File: config.mk
export PLATFORM = sky130hd
export DESIGN_NAME = board_mem_arbiter
export DESIGN_NICKNAME = d
export VERILOG_FILES = /design/src/rtl/board_arb_pkg.sv /design/src/rtl/board_wr_buffer.sv /design/src/rtl/board_mem_arbiter.sv
export SDC_FILE = /design/constraint.sdc
export NUM_CORES = 1
export LEC_CHECK = 0
export CAP_MARGIN = 20
export CORE_ASPECT_RATIO = 0.9
export CORE_MARGIN = 5
export CORE_UTILIZATION = 50
export CTS_CLUSTER_DIAMETER = 100
export DETAILED_ROUTE_END_ITERATION = 16
export DONT_BUFFER_PORTS = 1
export PLACE_DENSITY_LB_ADDON = 0.05
export SETUP_SLACK_MARGIN = 0.2
export SLEW_MARGIN = 10
export SYNTH_ARGS = -nofsm -noshare
export SYNTH_HDL_FRONTEND = slang
export SYNTH_SLANG_ARGS = --single-unit
File: constraint.sdc
create_clock -name clk_25MHz -period 2.4 [get_ports clk_25MHz]
set_input_delay 0.72 -clock clk_25MHz [delete_from_list [all_inputs] [get_ports clk_25MHz]]
set_output_delay 0.72 -clock clk_25MHz [all_outputs]
set_load 0.03 [all_outputs]
File: src/rtl/board_arb_pkg.sv
// -----------------------------------------------------------------------------
// board_arb_pkg
// Shared definitions for the board-state RAM arbiter:
//   - default raster geometry (640x480 visible inside an 800x525 total frame)
//   - default board RAM geometry (16x16 cells, 4-bit cell codes)
//   - write-buffer state encoding
//   - cell-code type and a raster helper
// Optional feature macro used by the arbiter: BOARD_ARB_VBLANK_ONLY_EN
// -----------------------------------------------------------------------------
package board_arb_pkg;

  localparam int H_ACTIVE_DEF = 640;
  localparam int V_ACTIVE_DEF = 480;
  localparam int H_TOTAL      = 800;
  localparam int V_TOTAL      = 525;

  localparam int ADDR_W_DEF   = 8;
  localparam int DATA_W_DEF   = 4;

  typedef enum logic {
    BUF_EMPTY = 1'b0,
    BUF_FULL  = 1'b1
  } buf_state_e;

  typedef logic [DATA_W_DEF-1:0] cell_t;

  // True while the raster is inside the visible area.
  function automatic logic in_active(input logic [15:0] h, input logic [15:0] v,
                                     input int h_act, input int v_act);
    return (h < 16'(h_act)) && (v < 16'(v_act));
  endfunction

endpackage

File: src/rtl/board_wr_buffer.sv
// -----------------------------------------------------------------------------
// board_wr_buffer
// One-entry holding buffer for game-logic writes into the board RAM.
// A write offer is taken with a ready/valid handshake while EMPTY; the entry
// is released by the arbiter's commit strobe. Capture only happens in EMPTY
// and commit only in FULL, so the two can never coincide.
//
// Ports:
//   clk        in   clock
//   rst        in   asynchronous active-high reset
//   i_wr_valid in   write offer
//   i_wr_addr  in   write address
//   i_wr_data  in   write data
//   o_wr_ready out  buffer can accept (EMPTY and not in reset)
//   i_commit   in   arbiter consumed the entry this cycle
//   o_full     out  entry is pending
//   o_addr     out  pending address
//   o_data     out  pending data
// -----------------------------------------------------------------------------
module board_wr_buffer
  import board_arb_pkg::*;
#(
  parameter int ADDR_W = ADDR_W_DEF,
  parameter int DATA_W = DATA_W_DEF
)(
  input  logic              clk,
  input  logic              rst,
  input  logic              i_wr_valid,
  input  logic [ADDR_W-1:0] i_wr_addr,
  input  logic [DATA_W-1:0] i_wr_data,
  output logic              o_wr_ready,
  input  logic              i_commit,
  output logic              o_full,
  output logic [ADDR_W-1:0] o_addr,
  output logic [DATA_W-1:0] o_data
);

  buf_state_e        r_state;
  logic [ADDR_W-1:0] r_addr;
  logic [DATA_W-1:0] r_data;

  // Ready is gated by reset so nothing upstream sees a handshake while the
  // buffer is being cleared.
  assign o_wr_ready = (r_state == BUF_EMPTY) && !rst;
  assign o_full     = (r_state == BUF_FULL);
  assign o_addr     = r_addr;
  assign o_data     = r_data;

  always_ff @(posedge clk or posedge rst) begin
    if (rst) begin
      r_state <= BUF_EMPTY;
      r_addr  <= '0;
      r_data  <= '0;
    end else begin
      case (r_state)
        BUF_EMPTY: begin
          if (i_wr_valid) begin
            r_addr  <= i_wr_addr;
            r_data  <= i_wr_data;
            r_state <= BUF_FULL;
          end
        end
        BUF_FULL: begin
          if (i_commit) r_state <= BUF_EMPTY;
        end
        default: r_state <= BUF_EMPTY;
      endcase
    end
  end

endmodule

File: src/rtl/board_mem_arbiter.sv
// -----------------------------------------------------------------------------
// board_mem_arbiter
// Shares the single-port, synchronous-read board RAM between the VGA cell
// renderer (reads) and the minesweeper game logic (writes). Reads always win;
// a game write sits in a one-entry buffer until a read-free cycle inside its
// write window.
//
// Config macro: BOARD_ARB_VBLANK_ONLY_EN
//   defined   -> writes commit only during vertical blanking (no tearing)
//   undefined -> writes commit on any cycle without a read request
//
// Ports:
//   clk_25MHz   in   pixel clock
//   rst         in   asynchronous active-high reset
//   h_count     in   horizontal raster count 0..799
//   v_count     in   vertical raster count 0..524
//   rd_req      in   renderer read request
//   rd_addr     in   renderer cell address
//   rd_valid    out  rd_data valid (2 cycles after rd_req)
//   rd_data     out  read data, straight from mem_rdata
//   wr_valid    in   game write offer
//   wr_addr     in   game write address
//   wr_data     in   game write data
//   wr_ready    out  write buffer can accept
//   mem_addr    out  RAM address (registered)
//   mem_we      out  RAM write enable (registered)
//   mem_wdata   out  RAM write data (registered)
//   mem_rdata   in   RAM read data, one cycle after mem_addr
//   frame_start out  one-cycle pulse after raster origin is seen
// -----------------------------------------------------------------------------
module board_mem_arbiter
  import board_arb_pkg::*;
#(
  parameter int ADDR_W   = ADDR_W_DEF,
  parameter int DATA_W   = DATA_W_DEF,
  parameter int H_ACTIVE = H_ACTIVE_DEF,
  parameter int V_ACTIVE = V_ACTIVE_DEF
)(
  input  logic              clk_25MHz,
  input  logic              rst,
  input  logic [15:0]       h_count,
  input  logic [15:0]       v_count,
  input  logic              rd_req,
  input  logic [ADDR_W-1:0] rd_addr,
  output logic              rd_valid,
  output logic [DATA_W-1:0] rd_data,
  input  logic              wr_valid,
  input  logic [ADDR_W-1:0] wr_addr,
  input  logic [DATA_W-1:0] wr_data,
  output logic              wr_ready,
  output logic [ADDR_W-1:0] mem_addr,
  output logic              mem_we,
  output logic [DATA_W-1:0] mem_wdata,
  input  logic [DATA_W-1:0] mem_rdata,
  output logic              frame_start
);

  // Stage 0: address on the RAM port; stage 1: data back from the RAM.
  localparam int RD_STAGES = 2;

  logic                 w_win;
  logic                 w_grant_wr;
  logic                 w_buf_full;
  logic [ADDR_W-1:0]    w_buf_addr;
  logic [DATA_W-1:0]    w_buf_data;

  logic [RD_STAGES-1:0] r_vld_pipe;
  logic [ADDR_W-1:0]    r_mem_addr;
  logic                 r_mem_we;
  logic [DATA_W-1:0]    r_mem_wdata;
  logic                 r_frame_start;

  // ---------------------------------------------------------------------------
  // Write window, recomputed every cycle straight from the raster inputs so a
  // counter wrap needs no extra state.
  // ---------------------------------------------------------------------------
`ifdef BOARD_ARB_VBLANK_ONLY_EN
  assign w_win = (v_count >= 16'(V_ACTIVE));
`else
  logic w_active;
  assign w_active = in_active(h_count, v_count, H_ACTIVE, V_ACTIVE);
  assign w_win    = (v_count >= 16'(V_ACTIVE)) || !w_active || !rd_req;
`endif

  // A read in the same cycle always takes the port.
  assign w_grant_wr = w_buf_full && w_win && !rd_req;

  board_wr_buffer #(
    .ADDR_W (ADDR_W),
    .DATA_W (DATA_W)
  ) u_wr_buf (
    .clk        (clk_25MHz),
    .rst        (rst),
    .i_wr_valid (wr_valid),
    .i_wr_addr  (wr_addr),
    .i_wr_data  (wr_data),
    .o_wr_ready (wr_ready),
    .i_commit   (w_grant_wr),
    .o_full     (w_buf_full),
    .o_addr     (w_buf_addr),
    .o_data     (w_buf_data)
  );

  // ---------------------------------------------------------------------------
  // RAM port, read-token pipeline and frame pulse.
  // ---------------------------------------------------------------------------
  always_ff @(posedge clk_25MHz or posedge rst) begin
    if (rst) begin
      r_vld_pipe    <= '0;
      r_mem_addr    <= '0;
      r_mem_we      <= 1'b0;
      r_mem_wdata   <= '0;
      r_frame_start <= 1'b0;
    end else begin
      r_vld_pipe    <= {r_vld_pipe[RD_STAGES-2:0], rd_req};
      r_frame_start <= (h_count == 16'd0) && (v_count == 16'd0);
      if (rd_req) begin
        r_mem_addr <= rd_addr;
        r_mem_we   <= 1'b0;
      end else if (w_grant_wr) begin
        r_mem_addr  <= w_buf_addr;
        r_mem_wdata <= w_buf_data;
        r_mem_we    <= 1'b1;
      end else begin
        // Idle: address and write data hold to avoid needless toggling.
        r_mem_we <= 1'b0;
      end
    end
  end

  assign mem_addr    = r_mem_addr;
  assign mem_we      = r_mem_we;
  assign mem_wdata   = r_mem_wdata;
  assign rd_valid    = r_vld_pipe[RD_STAGES-1];
  assign rd_data     = mem_rdata;
  assign frame_start = r_frame_start;

endmodule

==> flow_metrics.tcl <==
set metrics [dict create \
    outcome "finished clean" \
    grt_pass1_wl_mm 3.498 \
    num_vias 739 \
    r2r_start "u_wr_buf.o_full" \
    die_w_um 61.85 \
    crit_arrival_ns 1.26 \
    grt_pass1_vias 791 \
    wire_per_inst_um 18.21 \
    hold_violations 0 \
    start_util_pct 53.96 \
    pre_cts_slack_ns 0.5439 \
    synthTopCellsByArea "dfrtp_1 60%, mux2_2 15%, mux2i_1 6.6%, nor4_1 4.1%, buf_4 3.7%" \
    end_kind "output port" \
    io_buffers 0 \
    wl_mm 2.258 \
    clk_pin_slew_worst_paths_ns 0.08 \
    busiest_layer "met2" \
    period_needed_ns 1.978 \
    final_nets 156 \
    syn_inst 94 \
    maxSlewHeadroom_pct 63.59 \
    critical_path_class "reg2out" \
    netlist_area_um2 1210 \
    cts-buffers-inserted 5 \
    yosysSeqAreaShare_pct 59.98 \
    grtUsageTotal_pct 13.53 \
    dr.pass1.iters 2 \
    setup_slack_ns 0.4221 \
    cts_resized 0 \
    worstPathBufferInverterCount 0 \
    ant_nets 0 \
    cp_slowest_cell "dfrtp_1" \
    placed_cells 116 \
    tns_ns 0 \
    critPathTopFamily "flip-flops" \
    yosysTopAreaCell "dfrtp_1" \
    final_cell_mix "29 x dfrtp_1, 16 x mux2_2" \
    dp_hpwl_mm 1.722 \
    cp.depth 1 \
    rsz0062_at_grt "no" \
    grtUsageMet1_pct 16.84 \
    placementRows 16 \
    ff2ff_path_depth 4 \
    crit_path_start_kind "register" \
    die-area_um2 3505 \
    die_y_um 56.67 \
    ir_drop_mv 0.5115 \
    p_per_area_nw_per_um2 936.2 \
    gr-total-overflow 0 \
    maxCapViolations 0 \
    cts_buffer_depth 2 \
    crit_required_ns 1.68 \
    cts_root_buf "clkbuf_4" \
    vias_per_cell 5.960 \
    r2r_slack_ns 0.71 \
    synth.avg_cell_area_um2 12.87 \
    area_growth_pct 4.240 \
    power_uw 1181 \
    rr_endpoint "u_wr_buf.o_addr[4]" \
    skew_ns 0.003704 \
    min_path_type "in2async" \
    met3_usage_pct 7.798 \
    use_met2_pct 18.98 \
    cts.sinks 29 \
    core_area_um2 2242 \
    syn_nets 154 \
    grt_max_degree 30 \
    tightestPinTransition_ns 0.5441 \
    fin_crit_sh_pct 82.41 \
    diodes 0 \
    place_congestion 0.6461 \
    fin_cells 124 \
    cts_setup_buffers 0 \
    holdBufCountCts 0 \
    htree_num_levels 2 \
    fmax_ghz 0.5056 \
    p_leak_uw 0.0005526 \
    synth_seq_cells 29 \
    final_common_cell "dfrtp_1" \
    crit_chain "nor2_1" \
    setup_violations 0 \
    drc 0 \
    critPathMaxFanout 6 \
    drive_gt1_share_pct 25.77 \
    finalMaxSlewViolations 0 \
    synth_top_area_share_pct 59.98 \
    first_iter_violations 14 \
    yosys_warnings 0 \
    max_stage_delay_ns 0.48 \
    synthDistinctLibCells 15 \
    insertion_delay_ns 0.31 \
    holdWs_ns 0.3510 \
    antenna_found_initial 0 \
    ios 80 \
    cts_tree "built" \
]
==> cells in the mapped netlist <==
master,count
dfrtp_1,29
mux2_2,16
mux2i_1,8
nand2_1,8
nor4_1,8
o21ai_0,8
buf_4,6
inv_1,2
nand4_1,2
nor2_1,2
a21o_1,1
clkbuf_1,1
clkbuf_2,1
nand2b_1,1
nor2b_2,1
==> kinds of logic (layout without fill, tap and decap cells) <==
| kind of cell | Yosys count | after routing | synth area share (%) |
|---|---|---|---|
| compound gates | 9 | 9 | 3.930 |
| flops | 29 | 29 | 59.98 |
| buf+inv | 10 | 13 | 5.066 |
| mux | 24 | 24 | 21.51 |
| simple gates | 22 | 22 | 9.515 |
==> worst max-delay path by stage <==
stage | start | endpoint
floorplan | rst | wr_ready
global placement | rst | wr_ready
detailed placement | rst | wr_ready
CTS | u_wr_buf.o_full | wr_ready
global route | u_wr_buf.o_full | wr_ready
finish | u_wr_buf.o_full | wr_ready
==> registers in the layout (all words and copies together) (netlist names) <==
signal           count
u_wr_buf.o_data      4
mem_wdata            4
r_vld_pipe           2
mem_addr             8
frame_start          1
u_wr_buf.o_full      1
mem_we               1
u_wr_buf.o_addr      8
==> routing by layer <==
metal / vias up / wire length, µm
met5: - / 0
met4: 0 / 27
met3: 6 / 280
met2: 47 / 1023
met1: 348 / 927
li1: 338 / -
==> final cells by class <==
cell class                 count  area [µm²]
clock buffer                   8       48.80
fill                         198       980.9
inverter                       2       7.507
multi-input combinational     55       422.9
sequential                    29       725.7
tap                           27       33.78
timing repair buffer           3       22.52
==> report_power, final <==
part / total, µW / switching (µW) / internal, µW
Sequential: 755 / 167 / 588
Clock: 263 / 147 / 117
Combinational: 162 / 64.4 / 98.0
Total: 1180 / 379 / 802
==> stage by stage <==
step | area (µm²) | util (%)
after floorplan | 1210 | -
after global placement | 1212 | 54.07
after detailed placement | 1212 | 54.07
after CTS | 1261 | 56.25
after global routing | 1261 | 56.25
final | 1261 | 56.25
No activity file was read; power rests on OpenSTA's default activity.
